**config.mk**
```make
export PLATFORM = sky130hd
export DESIGN_NAME = add_seq_ctrl
export DESIGN_NICKNAME = d
export VERILOG_FILES = /design/src/rtl/add_seq_ctrl.sv
export SDC_FILE = /design/constraint.sdc
export NUM_CORES = 1
export LEC_CHECK = 0
export ABC_AREA = 0
export CORE_AREA = 2 2 129 131
export CTS_CLUSTER_SIZE = 25
export DETAILED_ROUTE_END_ITERATION = 7
export DIE_AREA = 0 0 131 133
export SYNTH_ARGS = -nofsm -noshare
export SYNTH_HDL_FRONTEND = slang
export SYNTH_SLANG_ARGS = --single-unit
export TNS_END_PERCENT = 5
```
**constraint.sdc**
```tcl
create_clock -name clk -period 5.4 [get_ports clk]
set_input_delay 1.35 -clock clk [delete_from_list [all_inputs] [get_ports clk]]
set_output_delay 1.35 -clock clk [all_outputs]
set_load 0.01 [all_outputs]
```
**src/rtl/add_seq_ctrl.sv**
```systemverilog
// Wide add/subtract sequencer: streams WORDS bytes, LSB first, through one
// external 8-bit ripple-carry adder and assembles the W-bit result.
module add_seq_ctrl #(
  parameter int WORDS = 4
) (
  input  logic                 clk,
  input  logic                 rst,
  input  logic                 start,
  input  logic                 sub,
  input  logic [8*WORDS-1:0]   a,
  input  logic [8*WORDS-1:0]   b,
  output logic                 busy,
  output logic                 done,
  output logic [8*WORDS-1:0]   result,
  output logic                 cout,
  output logic                 ovf,
  output logic [7:0]           add_a,
  output logic [7:0]           add_b,
  output logic                 add_cin,
  input  logic [7:0]           add_sum,
  input  logic                 add_cout
);

  localparam int IDXW = (WORDS > 1) ? $clog2(WORDS) : 1;
  localparam logic [IDXW-1:0] LAST_IDX = IDXW'(WORDS - 1);

  typedef enum logic [1:0] {
    IDLE = 2'd0,
    RUN  = 2'd1,
    DONE = 2'd2
  } state_t;

  state_t                  state_r;
  state_t                  state_nxt_s;
  logic                    accept_s;
  logic                    last_s;
  logic [WORDS-1:0][7:0]   a_reg_r;
  logic [WORDS-1:0][7:0]   b_reg_r;
  logic [WORDS-1:0][7:0]   result_r;
  logic                    carry_r;
  logic [IDXW-1:0]         idx_r;
  logic                    cout_r;
  logic                    ovf_r;
  logic                    busy_s;
  logic                    done_s;
  logic [7:0]              add_a_s;
  logic [7:0]              add_b_s;
  logic                    add_cin_s;

  // Signed overflow: operands agree in sign but the top byte of the sum does not.
  function automatic logic ovf_calc(input logic a_msb, input logic b_msb,
                                    input logic sum_msb);
    return (a_msb == b_msb) && (sum_msb != a_msb);
  endfunction

  // State register
  always_ff @(posedge clk or posedge rst) begin
    if (rst) begin
      state_r <= IDLE;
    end else begin
      state_r <= state_nxt_s;
    end
  end

  // Next-state decode; DONE accepts a new start just like IDLE
  always_comb begin
    state_nxt_s = state_r;
    accept_s    = 1'b0;
    last_s      = (idx_r == LAST_IDX);
    case (state_r)
      IDLE: begin
        if (start) begin
          state_nxt_s = RUN;
          accept_s    = 1'b1;
        end else begin
          state_nxt_s = IDLE;
        end
      end
      RUN: begin
        if (last_s) begin
          state_nxt_s = DONE;
        end else begin
          state_nxt_s = RUN;
        end
      end
      DONE: begin
        if (start) begin
          state_nxt_s = RUN;
          accept_s    = 1'b1;
        end else begin
          state_nxt_s = IDLE;
        end
      end
      default: begin
        state_nxt_s = IDLE;
      end
    endcase
  end

  // Output decode; the adder inputs are quiet outside RUN
  always_comb begin
    busy_s    = 1'b0;
    done_s    = 1'b0;
    add_a_s   = 8'h00;
    add_b_s   = 8'h00;
    add_cin_s = 1'b0;
    case (state_r)
      RUN: begin
        busy_s    = 1'b1;
        add_a_s   = a_reg_r[idx_r];
        add_b_s   = b_reg_r[idx_r];
        add_cin_s = carry_r;
      end
      DONE: begin
        done_s = 1'b1;
      end
      IDLE: begin
        busy_s = 1'b0;
      end
      default: begin
        busy_s = 1'b0;
      end
    endcase
  end

  // Operand latch, carry chain and byte-wise result assembly
  always_ff @(posedge clk or posedge rst) begin
    if (rst) begin
      a_reg_r  <= '0;
      b_reg_r  <= '0;
      result_r <= '0;
      carry_r  <= 1'b0;
      idx_r    <= '0;
      cout_r   <= 1'b0;
      ovf_r    <= 1'b0;
    end else if (accept_s) begin
      // Subtraction is a + ~b + 1: invert B once and seed the carry.
      a_reg_r <= a;
      b_reg_r <= sub ? ~b : b;
      carry_r <= sub;
      idx_r   <= '0;
    end else if (state_r == RUN) begin
      result_r[idx_r] <= add_sum;
      carry_r         <= add_cout;
      if (last_s) begin
        idx_r  <= '0;
        cout_r <= add_cout;
        ovf_r  <= ovf_calc(a_reg_r[WORDS-1][7], b_reg_r[WORDS-1][7], add_sum[7]);
      end else begin
        idx_r <= idx_r + IDXW'(1);
      end
    end
  end

  assign busy    = busy_s;
  assign done    = done_s;
  assign result  = result_r;
  assign cout    = cout_r;
  assign ovf     = ovf_r;
  assign add_a   = add_a_s;
  assign add_b   = add_b_s;
  assign add_cin = add_cin_s;

endmodule

```
==> results of run 1 <==
stage by stage:
stage          cells  power (mW)  cell area (µm²)  setup slack (ns)
2_1_floorplan    350       2.321             4693             1.346
3_3_place_gp     680       3.017             6156             1.793
3_5_place_dp     680       3.070             6156             1.747
4_1_cts          694       3.719             6442             1.361
5_1_grt          694       3.911             6442             1.275
6_report         694       3.648             6442             1.460
cells in the final DEF, fill, tap and decap left out, types with 2 or more instances in the layout:
| cell | netlist | routed |
|---|---|---|
| and2_1 | 17 | 17 |
| buf_4 | 3 | 3 |
| clkbuf_16 | 0 | 9 |
| clkdlybuf4s50_1 | 0 | 128 |
| clkinv_2 | 0 | 2 |
| dfrtp_1 | 103 | 103 |
| ha_1 | 4 | 4 |
| inv_1 | 5 | 4 |
| mux2_2 | 65 | 65 |
| mux4_1 | 10 | 10 |
| mux4_2 | 6 | 6 |
| nand2_1 | 37 | 37 |
| nand2_2 | 3 | 3 |
| nand3_1 | 2 | 2 |
| nor2_1 | 2 | 2 |
| o21ai_0 | 34 | 34 |
| xnor2_1 | 32 | 32 |
worst paths after layout:
kind                            startpoint           to  slack, ns  cells after the start
worst min-delay path            b_reg_r[8]   b_reg_r[8]       0.48                      2
worst max-delay path              idx_r[0]     add_a[7]       1.46                      4
min in group asynchronous              rst    result[4]       1.55                      2
worst min register to register  b_reg_r[8]   b_reg_r[8]       0.48                      2
worst max register to register    idx_r[1]   result[27]       3.15                      3
max in group asynchronous              rst  a_reg_r[11]       2.86                      3
worst max-delay path, cell delays in order, from the launching register on:
cell	delay, ns
dfrtp_1	0.70
buf_4	0.33
mux4_1	0.56
and2_1	0.18
clkdlybuf4s50_1	0.48
report_power, final:
part	switching (mW)	leakage [nW]	internal [mW]	total (mW)
clock	0.269	0.140	0.365	0.634
combinational	0.621	1.28	0.995	1.62
sequential	0.240	1.23	1.16	1.40
total	1.13	2.65	2.52	3.65
final cells by class:
type | count | area (µm²) | area share
sequential | 103 | 2577 | 0.4001
multi-input combinational | 220 | 1973 | 0.3063
timing repair buffer | 132 | 1309 | 0.2031
tap | 220 | 275.3 | 0.04273
clock buffer | 10 | 239.0 | 0.03709
clock inverter | 4 | 47.55 | 0.007380
inverter | 5 | 21.27 | 0.003302
routing by layer:
layer  wire length, µm  GRT usage
met4               154    0.05142
met3               484    0.02548
met1              4540     0.1583
met2              5346     0.2179
met5                 0          0
flip-flops by register name (all words and copies together) (netlist names):
| signal | flops |
|---|---|
| a_reg_r | 32 |
| b_reg_r | 32 |
| carry_r | 1 |
| cout | 1 |
| idx_r | 2 |
| ovf | 1 |
| result | 32 |
| state_r | 2 |
logic make-up (layout without fill, tap and decap cells):
logic type,Yosys count,count (layout),share of synthesized area
flip-flops,103,103,0.5492
multiplexers,81,81,0.2407
AND/OR/NAND/NOR,66,66,0.06745
AO/OA/AOI/OAI,37,37,0.04026
XOR/XNOR,32,32,0.05972
buffers and inverters,27,151,0.03199
adder cells (fa/ha/maj),4,4,0.01066
==> reports/metrics.cfg, run 1 <==
[global_route]
antenna_found_initial = 0
overflow = 0
grt_max_degree = 102
grt_pass1_wl_um = 17120
grt_pass1_vias = 3267
track_usage = 0.1282

[synth]
yosysTopAreaCellShare = 0.5492
synth_seq_area_share = 0.5492
synth.area.top_cells = dfrtp_1, mux2_2, xnor2_1, mux4_1, o21ai_0
synth_common_cells = dfrtp_1, mux2_2, nand2_1
postSynthCellCount = 350
syn_nets = 431
synthFlopType = dfrtp_1
ys_ff_latch = 103
synth.distinct_cells = 26
synth_edf_count = 0
syn_area_mm2 = 0.004693
syn_avg_cell_area_um2 = 13.41
async_reset_ff_frac = 1.000
yosysTopAreaCell = dfrtp_1
ys_warn_count = 0
yosysMostFrequentCell = dfrtp_1

[cells_and_area]
nets = 552
drive_gt1_frac = 0.1983
diodes = 0
fillers = 1532
utilization = 0.3984
syn_to_final_growth_pct = 37.27

[floorplanning]
dieArea_mm2 = 0.01742
initial_utilization = 0.2902
core_mm2 = 0.01617
ios = 130
rows = 47
die_w_um = 131
fp.dieH_um = 133

[routing]
firstDrtPassIters = 4
wl_per_cell_um = 15.17
drc_errors = 0
num_vias = 3047
drt_iter0_drc = 112
detail-route-antenna-nets = 0
routed_wl_um = 10530
via_per_inst = 4.390

[clock_network]
holdBufCountCts = 0
cts_tree = built
cts-htree-levels = 3
numClockSinks = 103
clk_latency_ns = 0.34
cts_root_buf = clkbuf_16
ctsResizeCount = 0
cts_setup_buffers = 0
path_clk_slew_ns = 0.06
cts_made_buffers = 9
cts.path.max_buffers = 2

[power_and_ir_drop]
peakVddDrop_uv = 192.7
power.leakage_nw = 2.649
power_density_mw_per_mm2 = 566.3

[job]
maxCapViolCount = 0

[timing]
drv_slew = 0
relSlewSlack = 0.3097
clock_skew_ns = 0.006106
tightest_slew_ns = 1.035
setup_viol = 0
rsz0062_at_grt = no
period_share = 0.7296
hold_ws_ns = 0.4764
min_period_ns = 3.940
hold_viol = 0
tns_ns = 0
fmax_mhz = 253.8

[worst_setup_path]
path_max_fanout = 12
critPathArrivalTime_ns = 2.59
startpoint_type = flop
cp-end-kind = output port
crit_required_ns = 4.05
worstSetupPathType = reg -> out

[placed_design]
place_congestion = 0.7486
dp_hpwl_um = 7689
io_buffer_count = 129

[worst_hold_path]
hold_path.class = reg -> reg

[run_status]
run_status = finished clean

Note: power is estimated with default switching activity, not from simulation.
==> inputs of run 2 (changes only) <==
==> constraint.sdc (replaced) <==
create_clock -name clk -period 3.8 [get_ports clk]
set_input_delay 0.95 -clock clk [delete_from_list [all_inputs] [get_ports clk]]
set_output_delay 0.95 -clock clk [all_outputs]
set_load 0.01 [all_outputs]
==> reports/metrics.cfg, run 2 (synthesis gave the netlist of run 1 again) <==
[cells_and_area]
nets = 555
final_common_cell = clkdlybuf4s50_1
mostFrequentLayoutCells = clkdlybuf4s50_1, dfrtp_1, mux2_2
seq_area_mm2 = 0.002577
multi_input_area_mm2 = 0.001973
drive_gt1_frac = 0.2067
syn_to_final_growth_pct = 38.36
diodes = 0
fillers = 1529

[routing]
routed_wl_um = 10700
wl_per_cell_um = 15.31
via_per_inst = 4.312
firstDrtPassIters = 5
detail-route-antenna-nets = 0
drt_iter0_drc = 104
num_vias = 3014
drc_errors = 0

[worst_setup_path]
slowest_stage = dfrtp_1
path_max_fanout = 13
crit_chain = buf_12 > mux4_1 > and2_1 > clkdlybuf4s50_1
ff2ff_path_depth = 4
critPathArrivalTime_ns = 2.43
critPathMaxStageDelay_ns = 0.63
crit_path_start = idx_r[0]
worstReg2RegStart = idx_r[1]
startpoint_type = flop
crit_required_ns = 2.85
cp-end-kind = output port
worstSetupPathType = reg -> out

[timing]
rsz0062_at_grt = no
drv_slew = 0
tns_ns = 0
tightest_slew_ns = 1.004
fmax_mhz = 296.0
hold_viol = 0
relSlewSlack = 0.3309
period_share = 0.8891
clock_skew_ns = 0.008065
hold_ws_ns = 0.4763
min_period_ns = 3.378
setup_viol = 0

[clock_network]
clk_latency_ns = 0.35
cts_root_buf = clkbuf_16
numClockSinks = 103
holdBufCountCts = 0
cts_tree = built
cts_setup_buffers = 0
cts-htree-levels = 3
ctsResizeCount = 0
path_clk_slew_ns = 0.07
cts_made_buffers = 9
cts.path.max_buffers = 2

[power_and_ir_drop]
power.leakage_nw = 2.672
total_power_mw = 5.234
power_density_mw_per_mm2 = 806.0
peakVddDrop_uv = 245.8

[global_route]
antenna_found_initial = 0
track_usage = 0.1306
grt_pass1_vias = 3253
grt_max_degree = 102
overflow = 0
grt_pass1_wl_um = 17200

[worst_hold_path]
hold_depth = 2
hold_path.class = reg -> reg
min_from = b_reg_r[12]

[floorplanning]
core_mm2 = 0.01617
die_w_um = 131
fp.dieH_um = 133
ios = 130
rows = 47
dieArea_mm2 = 0.01742
initial_utilization = 0.2902

[placed_design]
place_congestion = 0.7407
io_buffer_count = 129
dp_hpwl_um = 7710

[job]
maxCapViolCount = 0

[run_status]
run_status = finished clean

[run 2: cell types whose count changed in the layout (fill, tap and decap cells not counted)]
cell       delta
inv_6         +3
buf_12        +2
clkinv_2      -2
clkinv_4      +2
buf_4         +1
bufinv_16     -1
[run 2: through the flow]
stage / cells / util / worst slack (ns) / area [µm²]
floorplan: 350 / - / 0.1462 / 4693
global placement: 683 / 0.3836 / 0.7988 / 6203
detailed placement: 683 / 0.3836 / 0.7991 / 6203
CTS: 699 / 0.4015 / 0.3932 / 6494
global route: 699 / 0.4015 / 0.3222 / 6494
finish: 699 / 0.4015 / 0.4216 / 6494
[run 2: layout make-up]
type                       count  area share
sequential                   103      0.3969
timing repair buffer         135      0.2089
clock buffer                  10     0.03680
inverter                       5    0.003276
clock inverter                 6    0.007900
multi-input combinational    220      0.3039
tap                          220     0.04239
[run 2: power breakdown]
part	leakage, nW	internal, mW	switching (mW)
sequential	1.23	1.65	0.318
clock	0.140	0.472	0.428
combinational	1.30	1.45	0.922
[run 2: routing by layer]
layer	global-route usage	wire (µm)
met1	0.1685	4768
met2	0.2130	5375
met3	0.03639	446
met4	0.03901	113
met5	0	0
[run 2: path summary, 6_finish.rpt]
| path | slack, ns | to |
|---|---|---|
| max | 0.42 | add_a[4] |
| min reg2reg | 0.48 | b_reg_r[12] |
| max reg2reg | 1.67 | result[27] |
| max in group asynchronous | 2.03 | result[4] |
| min | 0.48 | b_reg_r[12] |
| min in group asynchronous | 1.05 | a_reg_r[25] |
[run 2: critical path, delay by kind of cell, from the launching register on]
| family | cells | cell delay (ns) |
|---|---|---|
| buffers and inverters | 2 | 0.70 |
| DFF | 1 | 0.63 |
| muxes | 1 | 0.56 |
| and+or+nand+nor | 1 | 0.18 |
